<file path="src/rtl/gate_model_sequencer.sv">
// rtl/gate_model_sequencer.sv - LFSR vector sequencer with MISR signature for gate-model self-test (optional comparator: GATE_SEQ_CHECK_EN)
module gate_model_sequencer #(
    parameter int NUM_IN        = 24,
    parameter int NUM_OUT       = 10,
    parameter int SETTLE_CYCLES = 2
) (
    input  logic               clk,
    input  logic               rst,
    input  logic               start,
    input  logic [15:0]        vec_count,
    input  logic [23:0]        seed,
    input  logic [15:0]        exp_sig,
    output logic [NUM_IN-1:0]  dut_in,
    input  logic [NUM_OUT-1:0] dut_out,
    output logic               busy,
    output logic               done,
    output logic [15:0]        signature,
    output logic [15:0]        vec_idx,
    output logic               pass
);

    typedef enum logic [2:0] {
        ST_IDLE,
        ST_APPLY,
        ST_SETTLE,
        ST_CAPTURE,
        ST_DONE
    } state_t;

    state_t      state_q, state_d;
    logic [23:0] lfsr;
    logic [15:0] count;
    logic [15:0] settle_cnt;
    logic [23:0] seed_fix;
    logic [23:0] lfsr_step;
    logic [15:0] misr_next;
    logic        last_vec;
    logic        settle_end;

    // Derived values: zero-seed substitution, LFSR/MISR next values, loop exit tests
    always_comb begin
        seed_fix   = (seed == 24'h0) ? 24'h000001 : seed;
        lfsr_step  = {lfsr[22:0], lfsr[23] ^ lfsr[22] ^ lfsr[21] ^ lfsr[16]};
        misr_next  = {signature[14:0], 1'b0}
                   ^ (signature[15] ? 16'h1021 : 16'h0000)
                   ^ 16'(dut_out);
        last_vec   = ({1'b0, vec_idx} + 17'd1) >= {1'b0, count};
        settle_end = settle_cnt == 16'(SETTLE_CYCLES - 1);
    end

    // State register
    always_ff @(posedge clk) begin
        if (rst) state_q <= ST_IDLE;
        else     state_q <= state_d;
    end

    // Next-state logic; start is only looked at in IDLE so pulses while busy are dropped
    always_comb begin
        state_d = state_q;
        case (state_q)
            ST_IDLE:    if (start) state_d = (vec_count == 16'h0) ? ST_DONE : ST_APPLY;
            ST_APPLY:   state_d = ST_SETTLE;
            ST_SETTLE:  if (settle_end) state_d = ST_CAPTURE;
            ST_CAPTURE: state_d = last_vec ? ST_DONE : ST_APPLY;
            ST_DONE:    state_d = ST_IDLE;
            default:    state_d = ST_IDLE;
        endcase
    end

    assign busy = (state_q == ST_APPLY) || (state_q == ST_SETTLE) || (state_q == ST_CAPTURE);
    assign done = (state_q == ST_DONE);

    // Datapath: dut_in is loaded only on edges entering APPLY, MISR/LFSR/index step when leaving CAPTURE
    always_ff @(posedge clk) begin
        if (rst) begin
            dut_in     <= '0;
            lfsr       <= 24'h000001;
            count      <= 16'h0;
            settle_cnt <= 16'h0;
            signature  <= 16'h0;
            vec_idx    <= 16'h0;
        end else begin
            case (state_q)
                ST_IDLE: begin
                    if (start) begin
                        signature <= 16'h0;
                        vec_idx   <= 16'h0;
                        count     <= vec_count;
                        lfsr      <= seed_fix;
                        if (vec_count != 16'h0) dut_in <= NUM_IN'(seed_fix);
                    end
                end
                ST_APPLY: settle_cnt <= 16'h0;
                ST_SETTLE: settle_cnt <= settle_cnt + 16'h1;
                ST_CAPTURE: begin
                    signature <= misr_next;
                    lfsr      <= lfsr_step;
                    vec_idx   <= vec_idx + 16'h1;
                    if (!last_vec) dut_in <= NUM_IN'(lfsr_step);
                end
                default: ;
            endcase
        end
    end

`ifdef GATE_SEQ_CHECK_EN
    // Signature comparison registered on entry to DONE, cleared by an accepted start
    always_ff @(posedge clk) begin
        if (rst) begin
            pass <= 1'b0;
        end else if (state_q == ST_IDLE && start) begin
            pass <= (vec_count == 16'h0) ? (exp_sig == 16'h0) : 1'b0;
        end else if (state_q == ST_CAPTURE && last_vec) begin
            pass <= (misr_next == exp_sig);
        end
    end
`else
    logic unused_exp_sig;
    assign unused_exp_sig = ^exp_sig;
    assign pass = 1'b0;
`endif

endmodule
</file>
<file path="config.mk">
export PLATFORM = sky130hd
export DESIGN_NAME = gate_model_sequencer
export DESIGN_NICKNAME = d
export VERILOG_FILES = /design/src/rtl/gate_model_sequencer.sv
export SDC_FILE = /design/constraint.sdc
export NUM_CORES = 1
export LEC_CHECK = 0
export ABC_AREA = 0
export CORE_MARGIN = 1
export CORE_UTILIZATION = 39
export DETAILED_ROUTE_END_ITERATION = 10
export HOLD_SLACK_MARGIN = 0.02
export PLACE_DENSITY = 0.75
export RECOVER_POWER = 100
export SLEW_MARGIN = 30
export SYNTH_ARGS = -nofsm -noshare
export SYNTH_HDL_FRONTEND = slang
export SYNTH_SLANG_ARGS = --single-unit
</file>
<file path="constraint.sdc">
create_clock -name clk -period 3.2 [get_ports clk]
set_input_delay 0.96 -clock clk [delete_from_list [all_inputs] [get_ports clk]]
set_output_delay 0.96 -clock clk [all_outputs]
set_load 0.01 [all_outputs]
</file>
==> flow_summary.html, run 1 <==
<table>
<tr><th>Metric</th><th>Value</th></tr>
<tr><th colspan="2">Outcome</th></tr>
<tr><td>Result of the run</td><td>complete, no violations</td></tr>
<tr><th colspan="2">Hold path</th></tr>
<tr><td>Kind of path behind the tightest hold check</td><td>flop to flop</td></tr>
<tr><th colspan="2">Drt</th></tr>
<tr><td>Starting DRC count in detailed routing</td><td>560</td></tr>
<tr><td>Via density</td><td>5.462</td></tr>
<tr><td>Post-detailed-routing wire length</td><td>around 17000 um</td></tr>
<tr><td>ANT nets after route</td><td>0</td></tr>
<tr><td>Wire length per cell</td><td>between 10 and 15 um</td></tr>
<tr><td>Via count</td><td>around 6400</td></tr>
<tr><td>Detailed-route DRC error count</td><td>0</td></tr>
<tr><td>Initial DRT Pass Iterations</td><td>5</td></tr>
<tr><th colspan="2">STA</th></tr>
<tr><td>PnR worst setup slack</td><td>0.08223 ns</td></tr>
<tr><td>Summed negative setup slack over all endpoints</td><td>0 ns</td></tr>
<tr><td>Maximum operating frequency</td><td>roughly 0.32 GHz</td></tr>
<tr><td>Final critical path time including I/O delays and setup</td><td>~3.1 ns</td></tr>
<tr><td>Crit share post-route</td><td>0.9743</td></tr>
<tr><td>Worst-margin pin slew</td><td>around 0.86 ns</td></tr>
<tr><td>Final hold violations</td><td>0</td></tr>
<tr><td>Total count of max-transition violations in the final report</td><td>0</td></tr>
<tr><td>Max Clock Skew</td><td>approximately 0.0086 ns</td></tr>
<tr><td>Slew Limit Headroom</td><td>0.4288</td></tr>
<tr><td>Unrepaired setup endpoints after global routing</td><td>yes</td></tr>
<tr><td>Finish-stage setup viols</td><td>0</td></tr>
<tr><th colspan="2">Die</th></tr>
<tr><td>Count of boundary I/O pins</td><td>approximately 130</td></tr>
<tr><td>Rows</td><td>45</td></tr>
<tr><td>Area of the core region</td><td>between 15000 and 20000 um^2</td></tr>
<tr><td>Die outline area</td><td>16350 um^2</td></tr>
<tr><td>Effective utilization at floorplan</td><td>0.4033</td></tr>
<tr><td>Die outline height</td><td>between 100 and 150 um</td></tr>
<tr><td>Die width</td><td>between 100 and 150 um</td></tr>
<tr><th colspan="2">Layout</th></tr>
<tr><td>Layout cells sized above 1</td><td>0.09948</td></tr>
<tr><td>Relative area change from synthesis to final layout</td><td>34.84%</td></tr>
<tr><td>Final layout net count</td><td>between 1000 and 1500</td></tr>
<tr><td>Final std cells w/o fill</td><td>roughly 1200</td></tr>
<tr><td>Leading cell types in the layout, fill and taps excluded</td><td>nand2_1 (186), dfxtp_1 (112), a21oi_1 (89)</td></tr>
<tr><td>Antenna diode count</td><td>0</td></tr>
<tr><td>Leading cell type in the layout, fill and taps excluded</td><td>nand2_1</td></tr>
<tr><th colspan="2">Place</th></tr>
<tr><td>Global placement routability congestion</td><td>~0.85</td></tr>
<tr><td>Detailed placement HPWL</td><td>~11000 um</td></tr>
<tr><td>Quantity of I/O buffers inserted on ports</td><td>110</td></tr>
<tr><td>Inst Count DP</td><td>about 1100</td></tr>
<tr><td>Post-placement setup slack</td><td>between 0.03 and 0.04 ns</td></tr>
<tr><th colspan="2">Clock tree</th></tr>
<tr><td>CTS Hold Bufs</td><td>0</td></tr>
<tr><td>TritonCTS clock tree</td><td>done</td></tr>
<tr><td># H-tree levels</td><td>4</td></tr>
<tr><td>Clock Latency Late Sink</td><td>between 0.4 and 0.5 ns</td></tr>
<tr><td>Clock buffer count from CTS</td><td>17</td></tr>
<tr><td>Clock root buffer master</td><td>clkbuf_16</td></tr>
<tr><td>Largest buffer count on any clock path</td><td>2</td></tr>
<tr><td>Clock slew at reported path FFs</td><td>about 0.060 ns</td></tr>
<tr><td>Total number of clock tree sinks</td><td>roughly 120</td></tr>
<tr><th colspan="2">Global route</th></tr>
<tr><td>Global-route track usage on met1</td><td>0.2653</td></tr>
<tr><td>Wire length of the first global-routing pass</td><td>~28000 um</td></tr>
<tr><td>Largest net degree at the start of global routing</td><td>70</td></tr>
<tr><td>GRT Total Usage</td><td>0.2121</td></tr>
<tr><td>Grt ovf</td><td>0</td></tr>
<tr><td>Met3 Use GR</td><td>0.05134</td></tr>
<tr><td>Highest-utilization routing layer at the global route stage</td><td>met2</td></tr>
<tr><td>Number of global-route vias before repair</td><td>between 5000 and 6000</td></tr>
<tr><td>Antenna violations before repair</td><td>0</td></tr>
<tr><td>Fraction of met2 tracks used by global routing</td><td>0.3449</td></tr>
<tr><th colspan="2">Worst setup path</th></tr>
<tr><td>Worst Path Arrival</td><td>3.42 ns</td></tr>
<tr><td>Worst Setup End Kind</td><td>flop</td></tr>
<tr><td>Required @ worst endpoint</td><td>around 3.5 ns</td></tr>
<tr><td>Worst-path maximum fanout</td><td>23</td></tr>
<tr><td>Startpoint class of the critical path</td><td>flop</td></tr>
<tr><td>WS Path Type</td><td>flop to flop</td></tr>
<tr><th colspan="2">Power</th></tr>
<tr><td>Sw power</td><td>around 1200 uW</td></tr>
<tr><td>PwrDens</td><td>between 500 and 600 nW/um^2</td></tr>
<tr><td>Leak</td><td>~0.0033 uW</td></tr>
<tr><td>Part of the power in combinational logic</td><td>0.168</td></tr>
<tr><td>VDD IR max</td><td>approximately 0.00039 V</td></tr>
<tr><td>Switching share of power</td><td>0.2673</td></tr>
<tr><td>Clock Power Share</td><td>0.463</td></tr>
<tr><td>Internal cell power</td><td>3160 uW</td></tr>
<tr><td>Part of the power in registers</td><td>0.369</td></tr>
<tr><td>Final Total Pwr</td><td>4313 uW</td></tr>
<tr><th colspan="2">Yosys</th></tr>
<tr><td>Number of nets produced by synthesis</td><td>~920</td></tr>
<tr><td>Post-synthesis instance total</td><td>roughly 840</td></tr>
<tr><td>Post-Synthesis Cell Area</td><td>roughly 6000 um^2</td></tr>
<tr><td>EDFF count, synth</td><td>0</td></tr>
<tr><td>Library cells used by synthesis</td><td>approximately 50</td></tr>
<tr><td>Async S/R FF share, synth</td><td>0</td></tr>
<tr><td>Yosys warning count</td><td>0</td></tr>
<tr><td>Seq/Total Area, Yosys</td><td>0.3727</td></tr>
<tr><td>Main synth FF type</td><td>dfxtp_1</td></tr>
<tr><td>Average cell area after synthesis</td><td>~7.4 um^2</td></tr>
<tr><td>Post-synthesis register bit count</td><td>115</td></tr>
<tr><th colspan="2">Job</th></tr>
<tr><td>Max-capacitance violation count</td><td>0</td></tr>
</table>
-- flip-flops by register name, summed over array words and instances (netlist names) --
register    cells
dut_in         24
lfsr           24
count          16
settle_cnt     16
signature      16
vec_idx        16
state_q         3
-- Yosys cell counts, types with 2 or more instances --
| master | count | share of area |
|---|---|---|
| nand2_1 | 188 | 0.11 |
| dfxtp_1 | 115 | 0.37 |
| a21oi_1 | 91 | 0.074 |
| nor2_1 | 60 | 0.036 |
| a31oi_1 | 51 | 0.052 |
| clkbuf_1 | 48 | 0.029 |
| nand4_1 | 30 | 0.030 |
| nand3b_1 | 27 | 0.033 |
| a22oi_1 | 23 | 0.028 |
| inv_1 | 23 | 0.014 |
| ha_1 | 19 | 0.038 |
| nand3_1 | 19 | 0.015 |
| o21ai_0 | 19 | 0.015 |
| nor4_1 | 16 | 0.016 |
| xnor2_1 | 15 | 0.021 |
| xor2_1 | 14 | 0.020 |
| buf_2 | 10 | 0.0081 |
| or3_1 | 8 | 0.0081 |
| nor3_1 | 7 | 0.0057 |
| and3_1 | 5 | 0.0051 |
| buf_4 | 4 | 0.0049 |
| o21a_1 | 4 | 0.0049 |
| a311oi_1 | 3 | 0.0043 |
| and2_1 | 3 | 0.0030 |
| and4_1 | 3 | 0.0043 |
| nor2b_1 | 3 | 0.0030 |
| a211o_1 | 2 | 0.0028 |
| a21o_1 | 2 | 0.0024 |
| buf_1 | 2 | 0.0012 |
| nand3_2 | 2 | 0.0032 |
| nor3_2 | 2 | 0.0032 |
-- timing repair --
item | in CTS | in global routing
endpoints found under the setup margin | 0 | 26
buffers inserted | 0 | 1
gates resized for setup | 0 | 14
-- kinds of logic after synthesis --
kind of cell / count (synthesis) / share of synthesized area
and+or+nand+nor: 381 / 0.2929
AOI/OAI and AO/OA: 201 / 0.1908
DFF: 115 / 0.3727
buffers and inverters: 87 / 0.05732
xor gates and xnor gates: 29 / 0.04112
adders and majority gates: 19 / 0.03849
muxes: 3 / 0.006076
other: 1 / 0.0006071
-- stage by stage --
| stage | instance area [um^2] | hold WS [ns] | util |
|---|---|---|---|
| 6_report | 8329 | 0.4517 | 0.5439 |
| 5_1_grt | 8329 | 0.4779 | 0.5439 |
| 4_1_cts | 8289 | 0.4560 | 0.5413 |
| 3_5_place_dp | 7671 | 0.4484 | 0.5009 |
| 3_3_place_gp | 7671 | 0.4446 | 0.5009 |
| 2_1_floorplan | 6206 | 0.4363 | - |
-- worst paths after layout --
path | start | end | slack (ns) | cells after the start
worst max-delay path | vec_idx[10] | dut_in[12] | 0.08 | 12
worst min-delay path | count[2] | count[2] | 0.45 | 2
worst min register to register | count[2] | count[2] | 0.45 | 2
worst max register to register | vec_idx[10] | dut_in[12] | 0.08 | 12
-- area by class of cell --
cell class              count  area [um^2]
repair buffers            151         1446
inverters                  23        86.33
well taps                 211        264.0
flip-flops and latches    115         2306
multi-input cells         634         3608
clock buffers              21        460.4
clock inverters            11        157.7
fillers                  1436         6985
-- critical path, stage by stage, from the launching register on --
cell     delay (ns)
dfxtp_1        0.32
nand4_1        0.26
nor4_4         0.36
and3_4         0.24
xor2_2         0.16
ha_1           0.27
nand3_1        0.11
nor2_1         0.07
a311o_1        0.39
or3_4          0.36
buf_12         0.17
a31oi_1        0.18
a31oi_1        0.10
-- power groups by stage --
stage / sequential, uW / clock, uW / combinational [uW]
after global placement: 1620 / 0 / 721
after global routing: 1600 / 2090 / 802
final: 1590 / 2000 / 724
after CTS: 1590 / 2020 / 740
after detailed placement: 1620 / 0 / 734
after floorplan: 1610 / 0 / 437
-- routing by layer --
metal | wire, um | up-vias | part of all wire
met5 | 0 | - | 0
met3 | 838 | 31 | 0.049
met2 | 8093 | 167 | 0.48
met1 | 7700 | 3003 | 0.45
li1 | - | 3168 | -
met4 | 370 | 0 | 0.022
No activity file was read; power rests on OpenSTA's default activity.
==> run 2, diff against run 1 <==
--- a/config.mk
+++ b/config.mk
@@ -10,7 +10,7 @@
 export CORE_UTILIZATION = 39
 export DETAILED_ROUTE_END_ITERATION = 10
 export HOLD_SLACK_MARGIN = 0.02
-export PLACE_DENSITY = 0.75
+export PLACE_DENSITY = 0.72
 export RECOVER_POWER = 100
 export SLEW_MARGIN = 30
 export SYNTH_ARGS = -nofsm -noshare
==> flow_summary.html, run 2 (same netlist as run 1, synthesis figures left out) <==
<table>
<tr><th>Metric</th><th>Value</th></tr>
<tr><th colspan="2">Worst setup path</th></tr>
<tr><td>Worst-path maximum fanout</td><td>23 (unchanged)</td></tr>
<tr><td>Worst stage delay on the critical path</td><td>0.44 ns (was 0.39 ns)</td></tr>
<tr><td>Crit path max-delay family</td><td>simple AND/OR/NAND/NOR gates (unchanged)</td></tr>
<tr><td>Startpoint of the most critical register-to-register path</td><td>vec_idx[0] (was vec_idx[10])</td></tr>
<tr><td>Worst reg-to-reg path cell count</td><td>11 (was 12)</td></tr>
<tr><td>Slack of the worst reg-to-reg path</td><td>0.1 ns (was 0.08 ns)</td></tr>
<tr><td>Critical-path cell with the highest stage delay</td><td>or3_4 (was a311o_1)</td></tr>
<tr><td>Worst Setup End Kind</td><td>flop (unchanged)</td></tr>
<tr><td>Required @ worst endpoint</td><td>3.46 ns (was 3.50 ns)</td></tr>
<tr><td>Worst Path Arrival</td><td>3.36 ns (was 3.42 ns)</td></tr>
<tr><td>Reg-to-Reg End</td><td>dut_in[6] (was dut_in[12])</td></tr>
<tr><td>WS Path Type</td><td>flop to flop (unchanged)</td></tr>
<tr><td>Worst Path Buf+Inv</td><td>1 (unchanged)</td></tr>
<tr><td>Logic depth of the worst setup path including buffers</td><td>11 (was 12)</td></tr>
<tr><td>List of cells traversed by the critical path</td><td>ha_4 -&gt; nand3_4 -&gt; or3_4 -&gt; xnor2_4 -&gt; ha_1 -&gt; and4_1 -&gt; a311o_1 -&gt; or3_4 -&gt; buf_12 -&gt; a31oi_2 -&gt; a31oi_1 (was nand4_1 -&gt; nor4_4 -&gt; and3_4 -&gt; xor2_2 -&gt; ha_1 -&gt; nand3_1 -&gt; nor2_1 -&gt; a311o_1 -&gt; or3_4 -&gt; buf_12 -&gt; a31oi_1 -&gt; a31oi_1)</td></tr>
<tr><td>Cell repeated most along the worst path</td><td>or3_4 (was a31oi_1)</td></tr>
<tr><td>Startpoint class of the critical path</td><td>flop (unchanged)</td></tr>
<tr><th colspan="2">Die</th></tr>
<tr><td>Die outline height</td><td>127.9 um (unchanged)</td></tr>
<tr><td>Die width</td><td>127.9 um (unchanged)</td></tr>
<tr><td>Die outline area</td><td>16350 um^2 (unchanged)</td></tr>
<tr><td>Rows</td><td>45 (unchanged)</td></tr>
<tr><td>Effective utilization at floorplan</td><td>0.4033 (unchanged)</td></tr>
<tr><td>Count of boundary I/O pins</td><td>128 (unchanged)</td></tr>
<tr><td>Area of the core region</td><td>15310 um^2 (unchanged)</td></tr>
<tr><th colspan="2">STA</th></tr>
<tr><td>Hold Worst Slack</td><td>0.4526 ns (was 0.4517 ns)</td></tr>
<tr><td>PnR worst setup slack</td><td>0.09928 ns (was 0.08223 ns)</td></tr>
<tr><td>Unrepaired setup endpoints after global routing</td><td>yes (unchanged)</td></tr>
<tr><td>Final hold violations</td><td>0 (unchanged)</td></tr>
<tr><td>Crit share post-route</td><td>0.9690 (was 0.9743)</td></tr>
<tr><td>Maximum operating frequency</td><td>0.3225 GHz (was 0.3207 GHz)</td></tr>
<tr><td>Final critical path time including I/O delays and setup</td><td>3.101 ns (was 3.118 ns)</td></tr>
<tr><td>Finish-stage setup viols</td><td>0 (unchanged)</td></tr>
<tr><td>Max Clock Skew</td><td>0.009322 ns (was 0.008626 ns)</td></tr>
<tr><td>Total count of max-transition violations in the final report</td><td>0 (unchanged)</td></tr>
<tr><td>Worst-margin pin slew</td><td>1.131 ns (was 0.8568 ns)</td></tr>
<tr><td>Summed negative setup slack over all endpoints</td><td>0 ns (unchanged)</td></tr>
<tr><td>Slew Limit Headroom</td><td>0.2463 (was 0.4288)</td></tr>
<tr><th colspan="2">Layout</th></tr>
<tr><td>Largest registers</td><td>dut_in (24), lfsr (24) (unchanged)</td></tr>
<tr><td>Antenna diode count</td><td>0 (unchanged)</td></tr>
<tr><td>Final std cells w/o fill</td><td>1160 (was 1166)</td></tr>
<tr><td>Leading cell type in the layout, fill and taps excluded</td><td>nand2_1 (unchanged)</td></tr>
<tr><td>Relative area change from synthesis to final layout</td><td>33.58% (was 34.84%)</td></tr>
<tr><td>Final layout net count</td><td>1025 (was 1030)</td></tr>
<tr><td>Layout cells sized above 1</td><td>0.09168 (was 0.09948)</td></tr>
<tr><td>Leading cell types in the layout, fill and taps excluded</td><td>nand2_1 (186), dfxtp_1 (110), a21oi_1 (90) (was nand2_1 (186), dfxtp_1 (112), a21oi_1 (89))</td></tr>
<tr><th colspan="2">Drt</th></tr>
<tr><td>Wire length on met3</td><td>1002 um (was 838 um)</td></tr>
<tr><td>ANT nets after route</td><td>0 (unchanged)</td></tr>
<tr><td>Starting DRC count in detailed routing</td><td>427 (was 560)</td></tr>
<tr><td>Initial DRT Pass Iterations</td><td>4 (was 5)</td></tr>
<tr><td>Post-detailed-routing wire length</td><td>17110 um (was 17000 um)</td></tr>
<tr><td>Detailed-route DRC error count</td><td>0 (unchanged)</td></tr>
<tr><td>Wire length per cell</td><td>14.75 um (was 14.58 um)</td></tr>
<tr><td>Top routing layer used</td><td>met4 (unchanged)</td></tr>
<tr><td>Via density</td><td>5.371 (was 5.462)</td></tr>
<tr><td>Routed length on met1</td><td>7996 um (was 7700 um)</td></tr>
<tr><td>Via count</td><td>6230 (was 6369)</td></tr>
<tr><td>Wire length on met2</td><td>7952 um (was 8093 um)</td></tr>
<tr><th colspan="2">Power</th></tr>
<tr><td>Switching share of power</td><td>0.2788 (was 0.2673)</td></tr>
<tr><td>Part of the power in registers</td><td>0.393 (was 0.369)</td></tr>
<tr><td>Clock Power Share</td><td>0.430 (was 0.463)</td></tr>
<tr><td>VDD IR max</td><td>0.0003616 V (was 0.0003854 V)</td></tr>
<tr><td>Internal cell power</td><td>2917 uW (was 3160 uW)</td></tr>
<tr><td>Part of the power in combinational logic</td><td>0.178 (was 0.168)</td></tr>
<tr><td>Sw power</td><td>1128 uW (was 1153 uW)</td></tr>
<tr><td>PwrDens</td><td>490.3 nW/um^2 (was 517.8 nW/um^2)</td></tr>
<tr><td>Leak</td><td>0.003301 uW (was 0.003309 uW)</td></tr>
<tr><th colspan="2">Clock tree</th></tr>
<tr><td># H-tree levels</td><td>4 (unchanged)</td></tr>
<tr><td>Clock slew at reported path FFs</td><td>0.05 ns (was 0.06 ns)</td></tr>
<tr><td>Clock Latency Late Sink</td><td>0.42 ns (about the same)</td></tr>
<tr><td>Clock buffer count from CTS</td><td>17 (unchanged)</td></tr>
<tr><td>Clock root buffer master</td><td>clkbuf_16 (unchanged)</td></tr>
<tr><td>Total number of clock tree sinks</td><td>115 (unchanged)</td></tr>
<tr><td>Largest buffer count on any clock path</td><td>2 (unchanged)</td></tr>
<tr><td>TritonCTS clock tree</td><td>done (unchanged)</td></tr>
<tr><td>CTS Hold Bufs</td><td>0 (unchanged)</td></tr>
<tr><th colspan="2">Global route</th></tr>
<tr><td>Antenna violations before repair</td><td>0 (unchanged)</td></tr>
<tr><td>Grt ovf</td><td>0 (unchanged)</td></tr>
<tr><td>Largest net degree at the start of global routing</td><td>70 (unchanged)</td></tr>
<tr><td>Wire length of the first global-routing pass</td><td>27370 um (was 27810 um)</td></tr>
<tr><td>GRT Total Usage</td><td>0.2094 (was 0.2121)</td></tr>
<tr><td>Number of global-route vias before repair</td><td>5665 (was 5725)</td></tr>
<tr><th colspan="2">Place</th></tr>
<tr><td>Quantity of I/O buffers inserted on ports</td><td>110 (unchanged)</td></tr>
<tr><td>Detailed placement HPWL</td><td>11120 um (was 11220 um)</td></tr>
<tr><td>Post-placement setup slack</td><td>-0.02029 ns (was 0.03995 ns)</td></tr>
<tr><td>Inst Count DP</td><td>1127 (was 1133)</td></tr>
<tr><td>Global placement routability congestion</td><td>0.8512 (was 0.8471)</td></tr>
<tr><th colspan="2">Hold path</th></tr>
<tr><td>Hold-critical path depth</td><td>2 (unchanged)</td></tr>
<tr><td>Kind of path behind the tightest hold check</td><td>flop to flop (unchanged)</td></tr>
<tr><td>Startpoint of the most critical hold path</td><td>count[2] (unchanged)</td></tr>
<tr><td>Min-Delay Endpoint</td><td>count[2] (unchanged)</td></tr>
<tr><th colspan="2">Outcome</th></tr>
<tr><td>Result of the run</td><td>complete, no violations (unchanged)</td></tr>
<tr><th colspan="2">Job</th></tr>
<tr><td>Max-capacitance violation count</td><td>0 (unchanged)</td></tr>
</table>
-- run 2: changes by cell type in the layout (fill, tap and decap cells not counted), moves of 2 or more --
cell	change
dfxtp_4	+3
bufinv_16	-3
clkdlybuf4s50_1	-11
dlygate4sd3_1	+11
dfxtp_1	-2
buf_4	-6
clkbuf_1	+4
nand3_2	-2
-- run 2: tightest hold or removal path, delay by kind of cell (launching register included) --
family / cells / cell delay (ns)
DFF: 1 / 0.30
and+or+nand+nor: 1 / 0.05
AOI/OAI and AO/OA: 1 / 0.05
-- run 2: power by group through the flow --
stage / Sequential (uW) / Clock, uW / Combinational (uW)
floorplan: 1610 / 0 / 437
global placement: 1620 / 0 / 725
detailed placement: 1620 / 0 / 735
CTS: 1590 / 1760 / 738
global route: 1600 / 1820 / 796
finish: 1590 / 1740 / 719
-- run 2: how the worst max path moves through the flow --
stage	from	end	slack [ns]
6_report	vec_idx[0]	dut_in[6]	0.1
5_1_grt	vec_idx[7]	dut_in[6]	-0.03
2_1_floorplan	vec_idx[1]	dut_in[12]	0.01
3_5_place_dp	vec_idx[0]	dut_in[6]	-0.02
4_1_cts	vec_idx[0]	dut_in[6]	0.02
3_3_place_gp	vec_idx[0]	dut_in[9]	0.04
-- run 2: area by class of cell --
cell class | instances | area (um^2)
Timing Repair Buffer | 146 | 1421
Sequential cell | 115 | 2316
Multi-Input combinational cell | 634 | 3633
Clock buffer | 25 | 475.5
Fill cell | 1500 | 7063
Tap cell | 211 | 264.0
Inverter | 23 | 86.33
Clock inverter | 6 | 55.05
-- run 2: stage by stage --
| step | total power, uW | utilization | cell area [um^2] |
|---|---|---|---|
| after floorplan | 2051 | - | 6206 |
| after global placement | 2344 | 0.4988 | 7639 |
| after detailed placement | 2354 | 0.4988 | 7639 |
| after CTS | 4094 | 0.5349 | 8192 |
| after global routing | 4218 | 0.5388 | 8252 |
| final | 4046 | 0.5388 | 8252 |
-- run 2: timing repair --
item / CTS / global route
resized for setup: 6 / 14
setup endpoints to repair: 23 / 23
pin swaps: 0 / 4
setup buffers: 0 / 2
-- run 2: layer usage --
metal / vias up / track usage
li1: 3137 / -
met1: 2894 / 0.2700
met2: 184 / 0.3443
met3: 15 / 0.05342
met4: 0 / 0.06021
met5: - / 0
==> run 3, diff against run 2 <==
--- a/config.mk
+++ b/config.mk
@@ -7,10 +7,10 @@
 export LEC_CHECK = 0
 export ABC_AREA = 0
 export CORE_MARGIN = 1
-export CORE_UTILIZATION = 39
+export CORE_UTILIZATION = 47
 export DETAILED_ROUTE_END_ITERATION = 10
 export HOLD_SLACK_MARGIN = 0.02
-export PLACE_DENSITY = 0.72
+export PLACE_DENSITY = 0.83
 export RECOVER_POWER = 100
 export SLEW_MARGIN = 30
 export SYNTH_ARGS = -nofsm -noshare
==> flow_summary.html, run 3 (same netlist as run 1, synthesis figures left out) <==
<table>
<tr><th>Metric</th><th>Value</th></tr>
<tr><th colspan="2">Die</th></tr>
<tr><td>Area of the core region</td><td>12720 um^2 (was 15310 um^2)</td></tr>
<tr><td>Die outline area</td><td>13600 um^2 (was 16350 um^2)</td></tr>
<tr><td>Die outline height</td><td>116.6 um (was 127.9 um)</td></tr>
<tr><td>Rows</td><td>41 (was 45)</td></tr>
<tr><td>Die width</td><td>116.6 um (was 127.9 um)</td></tr>
<tr><td>Effective utilization at floorplan</td><td>0.4855 (was 0.4033)</td></tr>
<tr><td>Count of boundary I/O pins</td><td>128 (unchanged)</td></tr>
<tr><th colspan="2">Global route</th></tr>
<tr><td>Largest net degree at the start of global routing</td><td>70 (unchanged)</td></tr>
<tr><td>Grt ovf</td><td>0 (unchanged)</td></tr>
<tr><td>GRT Total Usage</td><td>0.2583 (was 0.2094)</td></tr>
<tr><td>Wire length of the first global-routing pass</td><td>27430 um (was 27370 um)</td></tr>
<tr><td>Number of global-route vias before repair</td><td>5844 (was 5665)</td></tr>
<tr><td>Antenna violations before repair</td><td>0 (unchanged)</td></tr>
<tr><th colspan="2">STA</th></tr>
<tr><td>Max Clock Skew</td><td>0.006439 ns (was 0.009322 ns)</td></tr>
<tr><td>Slew Limit Headroom</td><td>0.5423 (was 0.2463)</td></tr>
<tr><td>Final critical path time including I/O delays and setup</td><td>3.179 ns (was 3.101 ns)</td></tr>
<tr><td>Crit share post-route</td><td>0.9934 (was 0.9690)</td></tr>
<tr><td>Maximum operating frequency</td><td>0.3146 GHz (was 0.3225 GHz)</td></tr>
<tr><td>Summed negative setup slack over all endpoints</td><td>0 ns (unchanged)</td></tr>
<tr><td>Finish-stage setup viols</td><td>0 (unchanged)</td></tr>
<tr><td>Final hold violations</td><td>0 (unchanged)</td></tr>
<tr><td>Worst-margin pin slew</td><td>0.6866 ns (was 1.131 ns)</td></tr>
<tr><td>Total count of max-transition violations in the final report</td><td>0 (unchanged)</td></tr>
<tr><td>Unrepaired setup endpoints after global routing</td><td>yes (unchanged)</td></tr>
<tr><th colspan="2">Drt</th></tr>
<tr><td>Post-detailed-routing wire length</td><td>17840 um (was 17110 um)</td></tr>
<tr><td>ANT nets after route</td><td>0 (unchanged)</td></tr>
<tr><td>Via count</td><td>6522 (was 6230)</td></tr>
<tr><td>Starting DRC count in detailed routing</td><td>443 (was 427)</td></tr>
<tr><td>Detailed-route DRC error count</td><td>0 (unchanged)</td></tr>
<tr><td>Wire length per cell</td><td>15.81 um (was 14.75 um)</td></tr>
<tr><td>Via density</td><td>5.782 (was 5.371)</td></tr>
<tr><td>Initial DRT Pass Iterations</td><td>8 (was 4)</td></tr>
<tr><th colspan="2">Layout</th></tr>
<tr><td>Relative area change from synthesis to final layout</td><td>35.00% (was 33.58%)</td></tr>
<tr><td>Final layout net count</td><td>1032 (was 1025)</td></tr>
<tr><td>Fraction of the core area covered by cells at the end of the flow</td><td>0.6555 (was 0.5388)</td></tr>
<tr><td>Layout cells sized above 1</td><td>0.1119 (was 0.09168)</td></tr>
<tr><td>Total area of multi-input combinational cells</td><td>3692 um^2 (was 3633 um^2)</td></tr>
<tr><td>Leading cell type in the layout, fill and taps excluded</td><td>nand2_1 (unchanged)</td></tr>
<tr><td>Leading cell types in the layout, fill and taps excluded</td><td>nand2_1 (186), dfxtp_1 (110), clkdlybuf4s50_1 (109) (was nand2_1 (186), dfxtp_1 (110), a21oi_1 (90))</td></tr>
<tr><td>Count of fill cells added during filler insertion</td><td>1099 (was 1500)</td></tr>
<tr><td>Sequential cell area</td><td>2313 um^2 (was 2316 um^2)</td></tr>
<tr><td>Antenna diode count</td><td>0 (unchanged)</td></tr>
<tr><td>Largest registers</td><td>dut_in (24), lfsr (24) (unchanged)</td></tr>
<tr><th colspan="2">Place</th></tr>
<tr><td>Detailed placement HPWL</td><td>11330 um (was 11120 um)</td></tr>
<tr><td>Global placement routability congestion</td><td>0.8443 (was 0.8512)</td></tr>
<tr><td>Quantity of I/O buffers inserted on ports</td><td>110 (unchanged)</td></tr>
<tr><th colspan="2">Worst setup path</th></tr>
<tr><td>Startpoint of the most critical register-to-register path</td><td>vec_idx[0] (unchanged)</td></tr>
<tr><td>Logic depth of the worst setup path including buffers</td><td>12 (was 11)</td></tr>
<tr><td>Worst stage delay on the critical path</td><td>0.40 ns (was 0.44 ns)</td></tr>
<tr><td>Crit path max-delay family</td><td>simple AND/OR/NAND/NOR gates (unchanged)</td></tr>
<tr><td>Worst reg-to-reg path cell count</td><td>12 (was 11)</td></tr>
<tr><td>Startpoint class of the critical path</td><td>flop (unchanged)</td></tr>
<tr><td>Reg-to-Reg End</td><td>dut_in[14] (was dut_in[6])</td></tr>
<tr><td>Required @ worst endpoint</td><td>3.49 ns (was 3.46 ns)</td></tr>
<tr><td>Slack of the worst reg-to-reg path</td><td>0.02 ns (was 0.1 ns)</td></tr>
<tr><td>Worst Setup End Kind</td><td>flop (unchanged)</td></tr>
<tr><td>Worst-path maximum fanout</td><td>11 (was 23)</td></tr>
<tr><td>WS Path Type</td><td>flop to flop (unchanged)</td></tr>
<tr><td>First element of the critical path</td><td>vec_idx[0] (unchanged)</td></tr>
<tr><td>Critical-path cell with the highest stage delay</td><td>or3_4 (unchanged)</td></tr>
<tr><td>List of cells traversed by the critical path</td><td>ha_4 -&gt; nand3_4 -&gt; buf_6 -&gt; or3_4 -&gt; xnor2_2 -&gt; ha_1 -&gt; and4_4 -&gt; a311o_1 -&gt; or3_4 -&gt; clkbuf_16 -&gt; a31oi_1 -&gt; a31oi_1 (was ha_4 -&gt; nand3_4 -&gt; or3_4 -&gt; xnor2_4 -&gt; ha_1 -&gt; and4_1 -&gt; a311o_1 -&gt; or3_4 -&gt; buf_12 -&gt; a31oi_2 -&gt; a31oi_1)</td></tr>
<tr><td>Worst Path Arrival</td><td>3.47 ns (was 3.36 ns)</td></tr>
<tr><td>Worst Path Buf+Inv</td><td>2 (was 1)</td></tr>
<tr><th colspan="2">Hold path</th></tr>
<tr><td>Min-Delay Endpoint</td><td>count[1] (was count[2])</td></tr>
<tr><td>Hold-critical path depth</td><td>2 (unchanged)</td></tr>
<tr><td>Startpoint of the most critical hold path</td><td>count[1] (was count[2])</td></tr>
<tr><td>Kind of path behind the tightest hold check</td><td>flop to flop (unchanged)</td></tr>
<tr><th colspan="2">Job</th></tr>
<tr><td>Max-capacitance violation count</td><td>0 (unchanged)</td></tr>
<tr><th colspan="2">Clock tree</th></tr>
<tr><td>Largest buffer count on any clock path</td><td>2 (unchanged)</td></tr>
<tr><td>Total number of clock tree sinks</td><td>115 (unchanged)</td></tr>
<tr><td>Clock Latency Late Sink</td><td>0.41 ns (was 0.42 ns)</td></tr>
<tr><td>Clock slew at reported path FFs</td><td>0.05 ns (about the same)</td></tr>
<tr><td>CTS Hold Bufs</td><td>0 (unchanged)</td></tr>
<tr><td>Clock buffer count from CTS</td><td>17 (unchanged)</td></tr>
<tr><td># H-tree levels</td><td>4 (unchanged)</td></tr>
<tr><td>Clock root buffer master</td><td>clkbuf_16 (unchanged)</td></tr>
<tr><td>TritonCTS clock tree</td><td>done (unchanged)</td></tr>
<tr><th colspan="2">Power</th></tr>
<tr><td>PwrDens</td><td>489.1 nW/um^2 (was 490.3 nW/um^2)</td></tr>
<tr><td>Leak</td><td>0.003172 uW (was 0.003301 uW)</td></tr>
<tr><td>Final Total Pwr</td><td>4078 uW (was 4046 uW)</td></tr>
<tr><td>VDD IR max</td><td>0.0004094 V (was 0.0003616 V)</td></tr>
<tr><th colspan="2">Outcome</th></tr>
<tr><td>Result of the run</td><td>complete, no violations (unchanged)</td></tr>
</table>
[run 3: layer usage]
| layer | part of all wire | wire length, um | track usage | vias up |
|---|---|---|---|---|
| li1 | - | - | - | 3157 |
| met1 | 0.43 | 7593 | 0.3121 | 3058 |
| met2 | 0.48 | 8551 | 0.4343 | 260 |
| met3 | 0.065 | 1159 | 0.05449 | 47 |
| met4 | 0.030 | 531 | 0.1308 | 0 |
| met5 | 0 | 0 | 0 | - |
[run 3: power by group]
group	internal, uW	total, uW	switching, uW
clock network	1080	1710	633
registers	1520	1590	74.2
logic	334	773	439
[run 3: how the worst max path moves through the flow]
stage	end	slack, ns
2_1_floorplan	dut_in[12]	0.01
3_3_place_gp	dut_in[7]	0.03
3_5_place_dp	dut_in[2]	-0.03
4_1_cts	dut_in[19]	0.04
5_1_grt	dut_in[19]	-0.09
6_report	dut_in[14]	0.02
[run 3: layout make-up]
class                      count  share of cell area
multi-input combinational    634              0.4428
inverter                      23             0.01035
timing repair buffer         153              0.1796
clock inverter                 5            0.003001
sequential                   115              0.2774
tap                          172             0.02581
clock buffer                  26             0.06107
[run 3: metrics by stage]
| stage | std cells | hold slack (ns) | setup slack, ns | instance area, um^2 |
|---|---|---|---|---|
| floorplan | 836 | 0.4363 | 0.01463 | 6206 |
| finish | 1128 | 0.4548 | 0.02105 | 8339 |
| global placement | 1090 | 0.4429 | 0.02555 | 7577 |
| global route | 1128 | 0.4780 | -0.09172 | 8339 |
| detailed placement | 1090 | 0.4500 | -0.02903 | 7577 |
| CTS | 1121 | 0.4570 | 0.03740 | 8132 |
[run 3: tightest hold or removal path, cell delays in order, from the launching register on]
cell	delay [ns]
dfxtp_1	0.30
nand2_1	0.05
a21oi_1	0.05
[run 3: repair_timing]
| item | 4_1_cts | 5_1_grt |
|---|---|---|
| endpoints found under the hold margin | 0 | 0 |
| cloned | 0 | 2 |
| buffers inserted | 0 | 5 |
| endpoints found under the setup margin | 24 | 26 |
| resized for setup | 8 | 21 |
| pin swaps | 1 | 4 |
